[src/rtl/lsu_mem_port.sv]
`default_nettype none
// lsu_mem_port: multi-cycle load/store port bridging a valid/ready core interface to a req/gnt/rvalid memory bus.
// Does store lane alignment, byte strobes, load extension, and misalign / bus-error / timeout trap reporting.
module lsu_mem_port #(
    parameter int XLEN    = 32,
    parameter int ADDR_W  = 32,
    parameter int TIMEOUT = 255
) (
    input  logic              clk,
    input  logic              rst_n,
    input  logic              i_req_valid,
    output logic              o_req_ready,
    input  logic              i_req_we,
    input  logic [1:0]        i_req_size,
    input  logic              i_req_unsigned,
    input  logic [ADDR_W-1:0] i_req_addr,
    input  logic [XLEN-1:0]   i_req_wdata,
    output logic              o_resp_valid,
    input  logic              i_resp_ready,
    output logic [XLEN-1:0]   o_resp_rdata,
    output logic              o_resp_err,
    output logic [3:0]        o_resp_cause,
    output logic              o_bus_req,
    input  logic              i_bus_gnt,
    output logic              o_bus_we,
    output logic [ADDR_W-1:0] o_bus_addr,
    output logic [XLEN-1:0]   o_bus_wdata,
    output logic [XLEN/8-1:0] o_bus_wstrb,
    input  logic              i_bus_rvalid,
    input  logic [XLEN-1:0]   i_bus_rdata,
    input  logic              i_bus_err
);
    localparam int NB = XLEN / 8;
    localparam int LW = $clog2(NB);
    localparam int CW = (TIMEOUT < 2) ? 1 : $clog2(TIMEOUT + 1);

    typedef enum logic [1:0] {
        S_IDLE = 2'd0,
        S_REQ  = 2'd1,
        S_WAIT = 2'd2,
        S_RESP = 2'd3
    } state_t;

    state_t            r_state;
    state_t            w_next;
    logic              r_we;
    logic              r_unsigned;
    logic [1:0]        r_size;
    logic [LW-1:0]     r_lane;
    logic [ADDR_W-1:0] r_bus_addr;
    logic [XLEN-1:0]   r_bus_wdata;
    logic [NB-1:0]     r_bus_wstrb;
    logic [CW-1:0]     r_cnt;
    logic [XLEN-1:0]   r_resp_rdata;
    logic              r_resp_err;
    logic [3:0]        r_resp_cause;

    logic [LW-1:0]     w_lane;
    logic              w_misal;
    logic [7:0]        w_mask8;
    logic              w_tmo;
    logic              w_done;
    logic [XLEN-1:0]   w_shift;
    logic [63:0]       w_sh64;
    logic [63:0]       w_ld64;

    assign w_lane = i_req_addr[LW-1:0];

    // Size 3 only exists on a 64-bit bus; on XLEN=32 it is reported as misaligned.
    always_comb begin
        w_misal = 1'b0;
        w_mask8 = 8'h01;
        case (i_req_size)
            2'd0: w_mask8 = 8'h01;
            2'd1: begin w_misal = i_req_addr[0];                        w_mask8 = 8'h03; end
            2'd2: begin w_misal = |i_req_addr[1:0];                     w_mask8 = 8'h0F; end
            default: begin w_misal = (XLEN == 32) || (|i_req_addr[2:0]); w_mask8 = 8'hFF; end
        endcase
    end

    assign w_tmo  = (TIMEOUT != 0) && (r_cnt == CW'(TIMEOUT - 1));
    assign w_done = (r_state == S_WAIT) && i_bus_rvalid;

    assign w_shift = i_bus_rdata >> {r_lane, 3'b000};
    assign w_sh64  = 64'(w_shift);

    always_comb begin
        w_ld64 = w_sh64;
        case (r_size)
            2'd0:    w_ld64 = {{56{~r_unsigned & w_sh64[7]}},  w_sh64[7:0]};
            2'd1:    w_ld64 = {{48{~r_unsigned & w_sh64[15]}}, w_sh64[15:0]};
            2'd2:    w_ld64 = {{32{~r_unsigned & w_sh64[31]}}, w_sh64[31:0]};
            default: w_ld64 = w_sh64;
        endcase
    end

    always_ff @(posedge clk or negedge rst_n) begin
        if (!rst_n) r_state <= S_IDLE;
        else        r_state <= w_next;
    end

    // Timeout takes priority over a grant in REQ; in WAIT a same-cycle rvalid wins.
    always_comb begin
        w_next = r_state;
        case (r_state)
            S_IDLE: if (i_req_valid) w_next = w_misal ? S_RESP : S_REQ;
            S_REQ:  begin
                if (w_tmo)          w_next = S_RESP;
                else if (i_bus_gnt) w_next = S_WAIT;
            end
            S_WAIT: if (i_bus_rvalid || w_tmo) w_next = S_RESP;
            S_RESP: if (i_resp_ready) w_next = S_IDLE;
            default: w_next = S_IDLE;
        endcase
    end

    always_ff @(posedge clk or negedge rst_n) begin
        if (!rst_n) begin
            r_we         <= 1'b0;
            r_unsigned   <= 1'b0;
            r_size       <= 2'd0;
            r_lane       <= '0;
            r_bus_addr   <= '0;
            r_bus_wdata  <= '0;
            r_bus_wstrb  <= '0;
            r_cnt        <= '0;
            r_resp_rdata <= '0;
            r_resp_err   <= 1'b0;
            r_resp_cause <= 4'd0;
        end else begin
            case (r_state)
                S_IDLE: if (i_req_valid) begin
                    r_we         <= i_req_we;
                    r_unsigned   <= i_req_unsigned;
                    r_size       <= i_req_size;
                    r_lane       <= w_lane;
                    r_bus_addr   <= i_req_addr & ~ADDR_W'(NB - 1);
                    r_bus_wdata  <= i_req_wdata << {w_lane, 3'b000};
                    r_bus_wstrb  <= i_req_we ? (w_mask8[NB-1:0] << w_lane) : '0;
                    r_cnt        <= '0;
                    r_resp_rdata <= '0;
                    r_resp_err   <= w_misal;
                    r_resp_cause <= w_misal ? (i_req_we ? 4'd6 : 4'd4) : 4'd0;
                end
                S_REQ, S_WAIT: begin
                    r_cnt <= r_cnt + 1'b1;
                    if (w_done) begin
                        r_resp_err   <= i_bus_err;
                        r_resp_cause <= i_bus_err ? (r_we ? 4'd7 : 4'd5) : 4'd0;
                        r_resp_rdata <= (i_bus_err || r_we) ? '0 : w_ld64[XLEN-1:0];
                    end else if (w_tmo) begin
                        r_resp_err   <= 1'b1;
                        r_resp_cause <= r_we ? 4'd7 : 4'd5;
                        r_resp_rdata <= '0;
                    end
                end
                default: ;
            endcase
        end
    end

    assign o_req_ready  = (r_state == S_IDLE);
    assign o_resp_valid = (r_state == S_RESP);
    assign o_resp_rdata = r_resp_rdata;
    assign o_resp_err   = r_resp_err;
    assign o_resp_cause = r_resp_cause;
    assign o_bus_req    = (r_state == S_REQ);
    assign o_bus_we     = r_we;
    assign o_bus_addr   = r_bus_addr;
    assign o_bus_wdata  = r_bus_wdata;
    assign o_bus_wstrb  = r_bus_wstrb;

endmodule
`default_nettype wire

[config.mk]
export PLATFORM = sky130hd
export DESIGN_NAME = lsu_mem_port
export DESIGN_NICKNAME = d
export VERILOG_FILES = /design/src/rtl/lsu_mem_port.sv
export SDC_FILE = /design/constraint.sdc
export NUM_CORES = 1
export LEC_CHECK = 0
export BUFFER_PORTS_ARGS = -buffer_cell sky130_fd_sc_hd__buf_2
export CORE_ASPECT_RATIO = 0.7
export CORE_MARGIN = 2
export CORE_UTILIZATION = 45
export DETAILED_ROUTE_END_ITERATION = 10
export GPL_TIMING_DRIVEN = 0
export PLACE_DENSITY = 0.85
export SLEW_MARGIN = 20
export SYNTH_ARGS = -nofsm -noshare
export SYNTH_HDL_FRONTEND = slang
export SYNTH_SLANG_ARGS = --single-unit
[constraint.sdc]
create_clock -name clk -period 1.75 [get_ports clk]
set_input_delay 0.175 -clock clk [delete_from_list [all_inputs] [get_ports clk]]
set_output_delay 0.175 -clock clk [all_outputs]
set_load 0.02 [all_outputs]
# Word-level counts from Yosys, hierarchy flattened
# Index checks and enable logic that the tools add are counted.
# totals
input_bits,107
elab_cells,75
output_inout_bits,109
register_bits,119
# classes
add_sub_neg,1
shift,3
n_reduce_logical,13
muxes,30
n_eq_ne,13
bitwise,3
# op_table
operator,count
$mux W32,4
$pmux W32 S3,1
$pmux W32 S2,1
$shl A32 B5 Y32,1
$shr A32 B5 Y32,1
$mux W4,5
$mux W2,8
$pmux W8 S2,1
$pmux W4 S3,1
$add A8 B1 Y8 const B,1
$eq A2 B2 Y1 const B,4
$eq A8 B8 Y1 const B,1
$mux W8,1
$pmux W2 S4,1
$pmux W4 S2,1
$eq A2 B1 Y1 const B,3
$logic_not A2 Y1,3
$ne A2 B1 Y1 const B,2
$reduce_and A2 Y1,2
$reduce_and A4 Y1,1
$reduce_or A2 Y1,2
$shl A4 B2 Y4,1
$mux W1,3
$mux W3,1
11 further kinds,13

# Logic depth before layout (Yosys ltp)
# Gate-level depths: netlist (run 1).
# depth
word_depth,6
mapped_depth,9
depth_no_buf,6

# Least setup slack after synthesis (run 1)
# OpenSTA, ideal clock, no wires.
# synth_path
kind,flip-flop to flip-flop
startpoint,register r_state[0]
endpoint,"register r_resp_rdata[22], in the netlist o_resp_rdata[22]"
stages_incl_launch_ff,10
slack_ps,-337
t_arrival_ps,1961
setup_ps,126
n_path_buf,3
path_cell_list,dfrtp_1 > inv_1 > ha_1 > buf_4 > nand2b_2 > nand3_2 > and4b_1 > buf_2 > buf_4 > a221o_1
# synth_rtl
element,line,source
from (decl),44,state_t r_state;
from (signal assigned),99,else r_state <= w_next;
$logic_not A2 Y1 (*),-,
via o_req_ready,12,"output logic o_req_ready,"
$ne A2 B2 Y1 (no line) or $reduce_bool A2 Y1 (tied branches),-,
$reduce_and A3 Y1 (no line),-,
to (signal assigned),150,r_resp_rdata <= (i_bus_err || r_we) ? '0 : w_ld64[XLEN-1:0];
to (decl),54,logic [XLEN-1:0] r_resp_rdata;
# Mark *: on every way through the listed nets, which the timed path passes. The rest lies on a longest branch.
# A chain may end at the register's enable or synchronous reset.

# Final worst setup path (run 1)
# layout_path
startpoint,register r_state[1]
endpoint,"register r_resp_rdata[28], in the netlist o_resp_rdata[28]"
# layout_between
elab_chain_len,4
# layout_rtl
element,line
$eq A2 B1 Y1 or $eq A2 B2 Y1 (tied branches),"131, 82"
$reduce_or A2 Y1 or $logic_and A1 B1 Y1 (tied branches),"131, 82"
$ne A3 B3 Y1 (no line) (tied with other cells),-
$reduce_and A3 Y1 (no line) or $pmux W32 S2 (tied branches),-
# Parallel ways exist; a longest one is shown, timed or not.

==> impl_metrics.json, run 1 <==
{
  "status": "finished, violations left",
  "violations": "negative setup slack",
  "r2r-start": "r_state[1]$_DFFE_PN0P_",
  "critPathKind": "reg -> reg",
  "io_pins": 216,
  "h-tree-depth": 4,
  "maxCapViolations": 0,
  "synthCells": 482,
  "netlist-cell-type-count": 49,
  "drt_first_iter_violations": 366,
  "rsz0062_at_grt": "yes",
  "crit_required_ps": 2040,
  "place_area_um2": 6980,
  "root_buffer": "clkbuf_16",
  "cp.arrival_ps": 2090,
  "path_clk_slew_ps": 50,
  "cp_slowest_cell": "dfrtp_2",
  "nets": 866,
  "clock-sinks": 117,
  "drive_gt1_share_pct": 50.0,
  "leakage_nw": 4.07,
  "final.period_utilization_pct": 103,
  "async_flop_share_pct": 100,
  "numPortBuffers": 211,
  "hold_ws_ps": 10.1,
  "synth.area.top_cells": "dfrtp_1 52%, mux2_2 12%, mux2i_1 5.2%",
  "path_buf_inv": 2,
  "hp-start": "i_req_addr[26]",
  "irDropWorstVdd_mv": 1.16,
  "track_usage_pct": 26.4,
  "avgSynthCellArea_um2": 11.7,
  "antenna_found_initial": 1,
  "core_um2": 12300,
  "drtAntennaViolNets": 0,
  "power_density_nw_per_um2": 1890,
  "die_h_um": 97.6,
  "cts_buffers": 17,
  "synth_top_cell_by_area": "dfrtp_1",
  "grt_pass1_vias": 5129,
  "fmax_ghz": 0.553,
  "die-area_um2": 13400,
  "end_kind": "flop",
  "crit_top_cell": "buf_6",
  "place_congestion": 0.901,
  "drt_wl_total_um": 17900,
  "synth-main-ff-cell": "dfrtp_1",
  "grt-ovfl-total": 0,
  "drt-pass1-iter-count": 4,
  "clk_latency_ps": 410,
  "design_area_um2": 8080,
  "ys_top_cells_by_count": "117 x dfrtp_1, 58 x mux2_2, 32 x nand2_1",
  "tightest_slew_ps": 591,
  "vias_per_cell": 5.51,
  "yosysTopAreaCellShare_pct": 52.0,
  "slowest_delay_ps": 450,
  "initial_core_util_pct": 45.8,
  "grt_pass1_wl_um": 27000,
  "slew_headroom_pct": 60.6,
  "yosysMostFrequentCell": "dfrtp_1",
  "seq_area_frac_synth_pct": 52.0,
  "syn-cell-area_um2": 5630,
  "wl_per_cell_um": 19.2,
  "finalMaxSlewViolations": 0,
  "hpwl_um": 12900,
  "fin_skew_ps": 9.16,
  "crit_path_max_fanout": 7,
  "synth_seq_cells": 117,
  "cp-start-kind": "flop",
  "die_x_um": 138,
  "cts_tree": "yes",
  "grt_max_degree": 85,
  "drcViolationCount": 0,
  "clockBufferDepth": 2,
  "rows": 34,
  "startpoint": "r_state[1]$_DFFE_PN0P_",
  "timing.final.ws_setup_ps": -57.0,
  "fin_crit_ps": 1810,
  "cp_top_family": "simple AND/OR/NAND/NOR gates",
  "worstPathCellList": "ha_4, and4bb_1, nand3_4, and4b_1, buf_6, buf_6, a221o_1",
  "finalHoldViolCount": 0,
  "ys_warn_count": 0,
  "area_delta_synth_final_pct": 43.6,
  "holdCritPathClass": "in -> reg",
  "synth_edf_count": 0,
  "vias": 5118,
  "setup_violations": 12,
  "post-place-ws_ps": -224
}
-- worst register-to-register path, stage by stage, from the launching register on --
cell and delay, ps:
dfrtp_2 450, ha_4 180, and4bb_1 210, nand3_4 100, and4b_1 210, buf_6 130
buf_6 130, a221o_1 270
-- worst paths after layout --
| check | cells past startpoint | slack (ps) | to |
|---|---|---|---|
| max | 7 | -60 | o_resp_rdata[28]$_DFFE_PN0P_ |
| min | 2 | 10 | o_bus_addr[26]$_DFFE_PN0P_ |
| max reg2reg | 7 | -60 | o_resp_rdata[28]$_DFFE_PN0P_ |
| min reg2reg | 1 | 470 | o_resp_rdata[7]$_DFFE_PN0P_ |
| max in group asynchronous | 3 | 800 | o_bus_addr[20]$_DFFE_PN0P_ |
| min in group asynchronous | 2 | 220 | r_state[1]$_DFFE_PN0P_ |
-- through the flow --
stage | instances | utilization (%) | total power, W | TNS (ps)
final | 929 | 65.7 | 0.0152 | -444
after global placement | 857 | 56.5 | 0.0109 | -110490
after detailed placement | 858 | 56.7 | 0.0112 | -15890
after CTS | 921 | 63.9 | 0.0146 | -349
after floorplan | 484 | - | 0.00894 | -689
after global routing | 928 | 65.7 | 0.0161 | -1200
-- cell type report --
class / instances / area [µm²]
timing repair buffer: 254 / 1490
clock buffer: 21 / 450
buffer: 34 / 245
sequential: 117 / 2930
inverter: 4 / 15.0
antenna: 1 / 2.50
fill: 994 / 4210
clock inverter: 11 / 85.1
multi-input combinational: 325 / 2670
tap: 162 / 203
-- what timing repair did --
item | in CTS | in global routing
cloned | 1 | 1
endpoints found under the setup margin | 108 | 102
endpoints found under the hold margin | 51 | 0
hold buffers | 19 | 0
gates resized for setup | 20 | 45
buffers inserted | 14 | 7
pin swaps | 7 | 5
-- cell usage in the layout (no fill, tap or decap), types with 3 or more instances in the layout --
cell,count
o2bb2ai_1,14
a21o_1,3
clkbuf_1,9
o21ai_0,21
ha_1,4
nor2_1,27
a221o_1,18
a22o_1,11
buf_4,26
mux2_2,58
mux2i_1,27
clkinv_2,8
dlygate4sd3_1,19
buf_2,213
nor2b_1,12
a211oi_1,9
nand2_1,32
a21oi_1,26
clkbuf_2,3
nand2b_1,3
dfrtp_1,116
clkbuf_16,17
nor3_1,5
nand3_1,5
a221oi_2,7
buf_6,14
conb_1,3
-- power by group --
group	leakage, nW	switching, W	internal (W)	total (W)
logic	2.30	0.00422	0.00330	0.00751
clock network	0.266	0.00120	0.00196	0.00316
registers	1.50	0.000743	0.00383	0.00457
total	4.07	0.00615	0.00909	0.0152
-- per-layer routing --
layer / wire, µm / GRT usage (%)
met5: 0 / 0
met4: 381 / 9.52
met3: 1680 / 7.25
met2: 8570 / 43.2
met1: 7230 / 33.4
-- logic make-up after synthesis --
| group | Yosys count | share of synthesized area [%] |
|---|---|---|
| AO/OA/AOI/OAI | 121 | 15.6 |
| XOR/XNOR | 2 | 0.311 |
| buffers and inverters | 42 | 4.02 |
| flip-flops | 117 | 52.0 |
| adder cells (fa/ha/maj) | 6 | 1.33 |
| multiplexers | 88 | 17.2 |
| AND/OR/NAND/NOR | 105 | 9.45 |
| other | 1 | 0.0666 |
-- registers in the layout, indices dropped and copies added (netlist names) --
| name | cells |
|---|---|
| o_bus_wdata | 32 |
| o_resp_rdata | 32 |
| o_bus_addr | 30 |
| r_cnt | 8 |
| o_bus_wstrb | 4 |
| o_resp_cause | 3 |
| r_lane | 2 |
| r_size | 2 |
| r_state | 2 |
| o_bus_we | 1 |
| r_unsigned | 1 |
(Power assumes the default switching activity.)
==> run 2: changes to the inputs <==
--- a/config.mk
+++ b/config.mk
@@ -11,6 +11,7 @@
 export CORE_UTILIZATION = 45
 export DETAILED_ROUTE_END_ITERATION = 10
 export GPL_TIMING_DRIVEN = 0
+export HOLD_SLACK_MARGIN = 0.06
 export PLACE_DENSITY = 0.85
 export SLEW_MARGIN = 20
 export SYNTH_ARGS = -nofsm -noshare
==> run 2 against run 1 <==
Net effect:
- routed wire length increased by 2.8%
- clock skew down 2.3 ps
- highest routed layer unchanged
- the run still ends with negative setup slack left
- maximum frequency grew 0.12%
- combinational power grew 1%
- sequential power hardly changed
- total power rose by 0.56%
- worst setup slack gained 2.2 ps
- design area grew 3.9%
- clock power hardly changed
- utilization grew 2.6 points
- global-route usage up 1.0 points
- non-clock buffer count is 31 higher
==> impl_metrics.json, run 2 (same netlist as run 1, synthesis figures left out) <==
{
  "slew_headroom_pct": 59.4,
  "drive_gt1_share_pct": 48.1,
  "cts_tree": "yes",
  "fin_crit_ps": 1800,
  "timing.final.ws_setup_ps": -54.7,
  "wl_met2_um": 9080,
  "die_x_um": 138,
  "power_w": 0.0153,
  "initial_core_util_pct": 45.8,
  "irDropWorstVdd_mv": 1.18,
  "critPathKind": "reg -> reg",
  "clk_latency_ps": 400,
  "worstPathCellList": "ha_4, and4bb_1, nand3_4, and4b_1, buf_6, buf_6, a221o_1",
  "leakage_nw": 4.20,
  "h-tree-depth": 4,
  "power_density_nw_per_um2": 1820,
  "place_congestion": 0.901,
  "fin_cells": 962,
  "grt_max_degree": 85,
  "end_kind": "flop",
  "crit_required_ps": 2030,
  "antenna_found_initial": 3,
  "slowest_delay_ps": 450,
  "cp_top_family": "simple AND/OR/NAND/NOR gates",
  "drt_first_iter_violations": 370,
  "wl_met1_um": 7350,
  "tightest_slew_ps": 608,
  "fin_skew_ps": 6.89,
  "design_area_um2": 8400,
  "clockBufferDepth": 2,
  "cp_slowest_cell": "dfrtp_2",
  "die_h_um": 97.6,
  "vias_per_cell": 5.44,
  "maxCapViolations": 0,
  "status": "finished, violations left",
  "highest_layer": "met4",
  "die-area_um2": 13400,
  "cts_buffers": 17,
  "dp_cells": 858,
  "track_usage_pct": 27.4,
  "routed-wl-met3_um": 1580,
  "grt_pass1_vias": 5359,
  "root_buffer": "clkbuf_16",
  "rsz0062_at_grt": "yes",
  "rows": 34,
  "drcViolationCount": 0,
  "violations": "negative setup slack",
  "path_buf_inv": 2,
  "final.period_utilization_pct": 103,
  "hpwl_um": 12900,
  "path_clk_slew_ps": 50,
  "wl_per_cell_um": 19.1,
  "setup_violations": 12,
  "numPortBuffers": 211,
  "place_area_um2": 6980,
  "drt_wl_total_um": 18400,
  "crit_path_max_fanout": 7,
  "vias": 5229,
  "drtAntennaViolNets": 0,
  "cp.arrival_ps": 2090,
  "clock-sinks": 117,
  "fmax_ghz": 0.554,
  "final_common_cell": "buf_2",
  "holdCritPathClass": "in -> reg",
  "grt-ovfl-total": 0,
  "io_pins": 216,
  "finalHoldViolCount": 0,
  "crit_top_cell": "buf_6",
  "grt_pass1_wl_um": 28000,
  "finalMaxSlewViolations": 0,
  "cp-start-kind": "flop",
  "drt-pass1-iter-count": 5,
  "area_delta_synth_final_pct": 49.2,
  "layout_common_cells": "213 x buf_2, 116 x dfrtp_1, 58 x mux2_2",
  "nets": 897,
  "core_um2": 12300
}
run 2: path summary, 6_finish.rpt:
| kind | from | endpoint | slack, ps | cells after the start |
|---|---|---|---|---|
| setup / recovery | r_state[1]$_DFFE_PN0P_ | o_resp_rdata[28]$_DFFE_PN0P_ | -50 | 7 |
| hold / removal | i_req_size[1] | r_size[1]$_DFFE_PN0P_ | 90 | 2 |
| setup reg to reg | r_state[1]$_DFFE_PN0P_ | o_resp_rdata[28]$_DFFE_PN0P_ | -50 | 7 |
| hold reg to reg | o_resp_rdata[7]$_DFFE_PN0P_ | o_resp_rdata[7]$_DFFE_PN0P_ | 470 | 1 |
| max in group asynchronous | rst_n | o_bus_addr[19]$_DFFE_PN0P_ | 790 | 3 |
| min in group asynchronous | rst_n | r_state[1]$_DFFE_PN0P_ | 230 | 2 |
run 2: area by class of cell:
type / instances / area, µm²
fill: 941 / 3890
sequential: 117 / 2930
multi-input combinational: 325 / 2670
timing repair buffer: 285 / 1800
clock buffer: 21 / 450
buffer: 34 / 249
tap: 162 / 203
clock inverter: 11 / 85.1
inverter: 4 / 15.0
antenna: 3 / 7.51
run 2: power by group:
group | switching (W) | internal [W] | total [W]
clock network | 0.00119 | 0.00196 | 0.00316
registers | 0.000753 | 0.00383 | 0.00458
logic | 0.00424 | 0.00335 | 0.00759
total | 0.00619 | 0.00914 | 0.0153
run 2: routing by layer:
| metal | track usage [%] | vias up |
|---|---|---|
| met5 | 0 | - |
| met4 | 10.5 | 0 |
| met3 | 7.51 | 34 |
| met2 | 45.4 | 270 |
| met1 | 34.1 | 2541 |
| li1 | - | 2384 |
run 2: timing repair:
item	4_1_cts	5_1_grt
setup endpoints to repair	108	102
hold buffers	50	0
buffers inserted	14	7
resized for setup	20	46
gates cloned	1	1
pin swaps	7	5
endpoints found under the hold margin	86	0
run 2: through the flow:
stage / setup TNS, ps / util (%) / hold slack, ps / setup WS [ps]
after global routing: -1200 / 68.3 / 72.2 / -102
after global placement: -110490 / 56.5 / 407 / -839
after detailed placement: -15890 / 56.7 / 85.6 / -224
after CTS: -349 / 66.4 / 64.4 / -62.7
after floorplan: -689 / - / -121 / -69.0
final: -436 / 68.3 / 89.4 / -54.7
==> run 3: changes to the inputs <==
--- a/config.mk
+++ b/config.mk
@@ -13,6 +13,7 @@
 export GPL_TIMING_DRIVEN = 0
 export HOLD_SLACK_MARGIN = 0.06
 export PLACE_DENSITY = 0.85
+export RECOVER_POWER = 100
 export SLEW_MARGIN = 20
 export SYNTH_ARGS = -nofsm -noshare
 export SYNTH_HDL_FRONTEND = slang
==> run 3 against run 2 <==
Net effect:
- largest power group unchanged
- the run still ends with negative setup slack left
- non-clock buffer count did not move
- first-iteration DRC count shrank 1.9%
- sequential power is essentially flat
- combinational power down 3.4%
- global-route usage unchanged
- final cell count is the same
==> impl_metrics.json, run 3 (same netlist as run 1, synthesis figures left out) <==
{
  "clockBufferDepth": 2,
  "cts_buffers": 17,
  "initial_core_util_pct": 45.8,
  "drt_first_iter_violations": 363,
  "wl_per_cell_um": 19.2,
  "final_common_cell": "dfrtp_1",
  "fin_crit_ps": 1810,
  "r2r-start": "r_state[1]$_DFFE_PN0P_",
  "final.period_utilization_pct": 103,
  "drt-pass1-iter-count": 5,
  "numPortBuffers": 211,
  "violations": "negative setup slack",
  "root_buffer": "clkbuf_16",
  "vias": 5260,
  "ff_latch_area_um2": 2930,
  "min_to": "r_size[1]$_DFFE_PN0P_",
  "leakage_nw": 3.82,
  "hpwl_um": 12900,
  "postLayoutCoreUtil_pct": 67.1,
  "timing.final.ws_setup_ps": -56.0,
  "die_x_um": 138,
  "design_area_um2": 8250,
  "power_density_nw_per_um2": 1830,
  "setup_violations": 12,
  "multi_input_comb_area_um2": 2670,
  "clock-sinks": 117,
  "grt_pass1_wl_um": 28000,
  "h-tree-depth": 4,
  "drive_gt1_share_pct": 35.1,
  "post-place-ws_ps": -224,
  "finalMaxSlewViolations": 0,
  "reg2reg_depth": 7,
  "layout_common_cells": "116 x dfrtp_1, 112 x clkbuf_1, 110 x buf_2",
  "grt-ovfl-total": 0,
  "area_delta_synth_final_pct": 46.6,
  "slew_headroom_pct": 43.1,
  "dp_cells": 858,
  "rows": 34,
  "irDropWorstVdd_mv": 1.09,
  "grt_pass1_vias": 5359,
  "finalHoldViolCount": 0,
  "end_kind": "flop",
  "place_area_um2": 6980,
  "crit_required_ps": 2040,
  "maxCapViolations": 0,
  "whs_path_depth": 2,
  "drtAntennaViolNets": 0,
  "track_usage_pct": 27.4,
  "fin_cells": 962,
  "grt_max_degree": 85,
  "hp-start": "i_req_size[1]",
  "holdCritPathClass": "in -> reg",
  "drt_wl_total_um": 18500,
  "tightest_slew_ps": 854,
  "status": "finished, violations left",
  "place_congestion": 0.901,
  "crit_path_max_fanout": 7,
  "nets": 897,
  "fin_skew_ps": 6.75,
  "cp-start-kind": "flop",
  "drcViolationCount": 0,
  "critPathKind": "reg -> reg",
  "die_h_um": 97.6,
  "antenna_found_initial": 3,
  "vias_per_cell": 5.47,
  "rsz0062_at_grt": "yes",
  "cts_tree": "yes",
  "worstReg2RegEnd": "o_resp_rdata[28]$_DFFE_PN0P_",
  "n_fill_cell": 1007,
  "fmax_ghz": 0.554,
  "die-area_um2": 13400,
  "io_pins": 216,
  "path_clk_slew_ps": 60,
  "clk_latency_ps": 400,
  "cp.arrival_ps": 2090,
  "r2r_slack_ps": -60,
  "core_um2": 12300
}
==> run 3: worst max-delay path: stages, from the launching register on <==
cell	delay (ps)
dfrtp_2	450
ha_4	180
and4bb_1	210
nand3_4	110
and4b_1	210
buf_6	130
buf_6	120
a221o_1	270
==> run 3: how the worst max path moves through the flow <==
stage,start,endpoint,slack (ps),cells after the start
2_1_floorplan,r_state[1]$_DFFE_PN0P_,o_resp_rdata[22]$_DFFE_PN0P_,-70,9
3_3_place_gp,rst_n,o_bus_addr[21]$_DFFE_PN0P_,-840,1
3_5_place_dp,r_state[1]$_DFFE_PN0P_,o_bus_addr[31]$_DFFE_PN0P_,-220,7
4_1_cts,r_lane[1]$_DFFE_PN0P_,o_resp_rdata[10]$_DFFE_PN0P_,-60,5
5_1_grt,r_state[1]$_DFFE_PN0P_,o_resp_rdata[23]$_DFFE_PN0P_,-100,8
6_report,r_state[1]$_DFFE_PN0P_,o_resp_rdata[28]$_DFFE_PN0P_,-60,7
==> run 3: final cells by class <==
type	instances	share of cell area, %
diodes	3	0.0910
clock buffers	21	5.46
plain buffers	34	3.02
multi-input cells	325	32.3
clock inverters	11	1.03
flip-flops and latches	117	35.5
well taps	162	2.46
inverters	4	0.182
repair buffers	285	20.0
==> run 3: metrics by stage <==
step           TNS (ps)  power, W  hold WS, ps
2_1_floorplan      -689   0.00894         -121
3_3_place_gp    -110490    0.0109          407
3_5_place_dp     -15890    0.0112         85.6
4_1_cts            -349    0.0146         64.4
5_1_grt           -2350    0.0159         72.2
6_report           -427    0.0151         87.9
==> run 3: repair_timing <==
item,in CTS,in global routing
pin swaps,7,5
hold endpoints to repair,86,0
setup buffers,14,7
hold buffers,50,0
setup endpoints to repair,108,102
resized for setup,20,46
gates cloned,1,1
==> run 3: metal layers <==
metal  share of wire [%]  vias to the layer above  GRT usage, %
met2                  49                      287          45.4
li1                    -                     2384             -
met3                 9.1                       39          7.51
met1                  40                     2550          34.1
met4                 2.2                        0          10.5
met5                   0                        -             0
==> run 3: report_power, final <==
part           internal (W)  switching (W)
sequential          0.00383       0.000782
clock               0.00196        0.00119
combinational       0.00307        0.00426
total               0.00886        0.00624
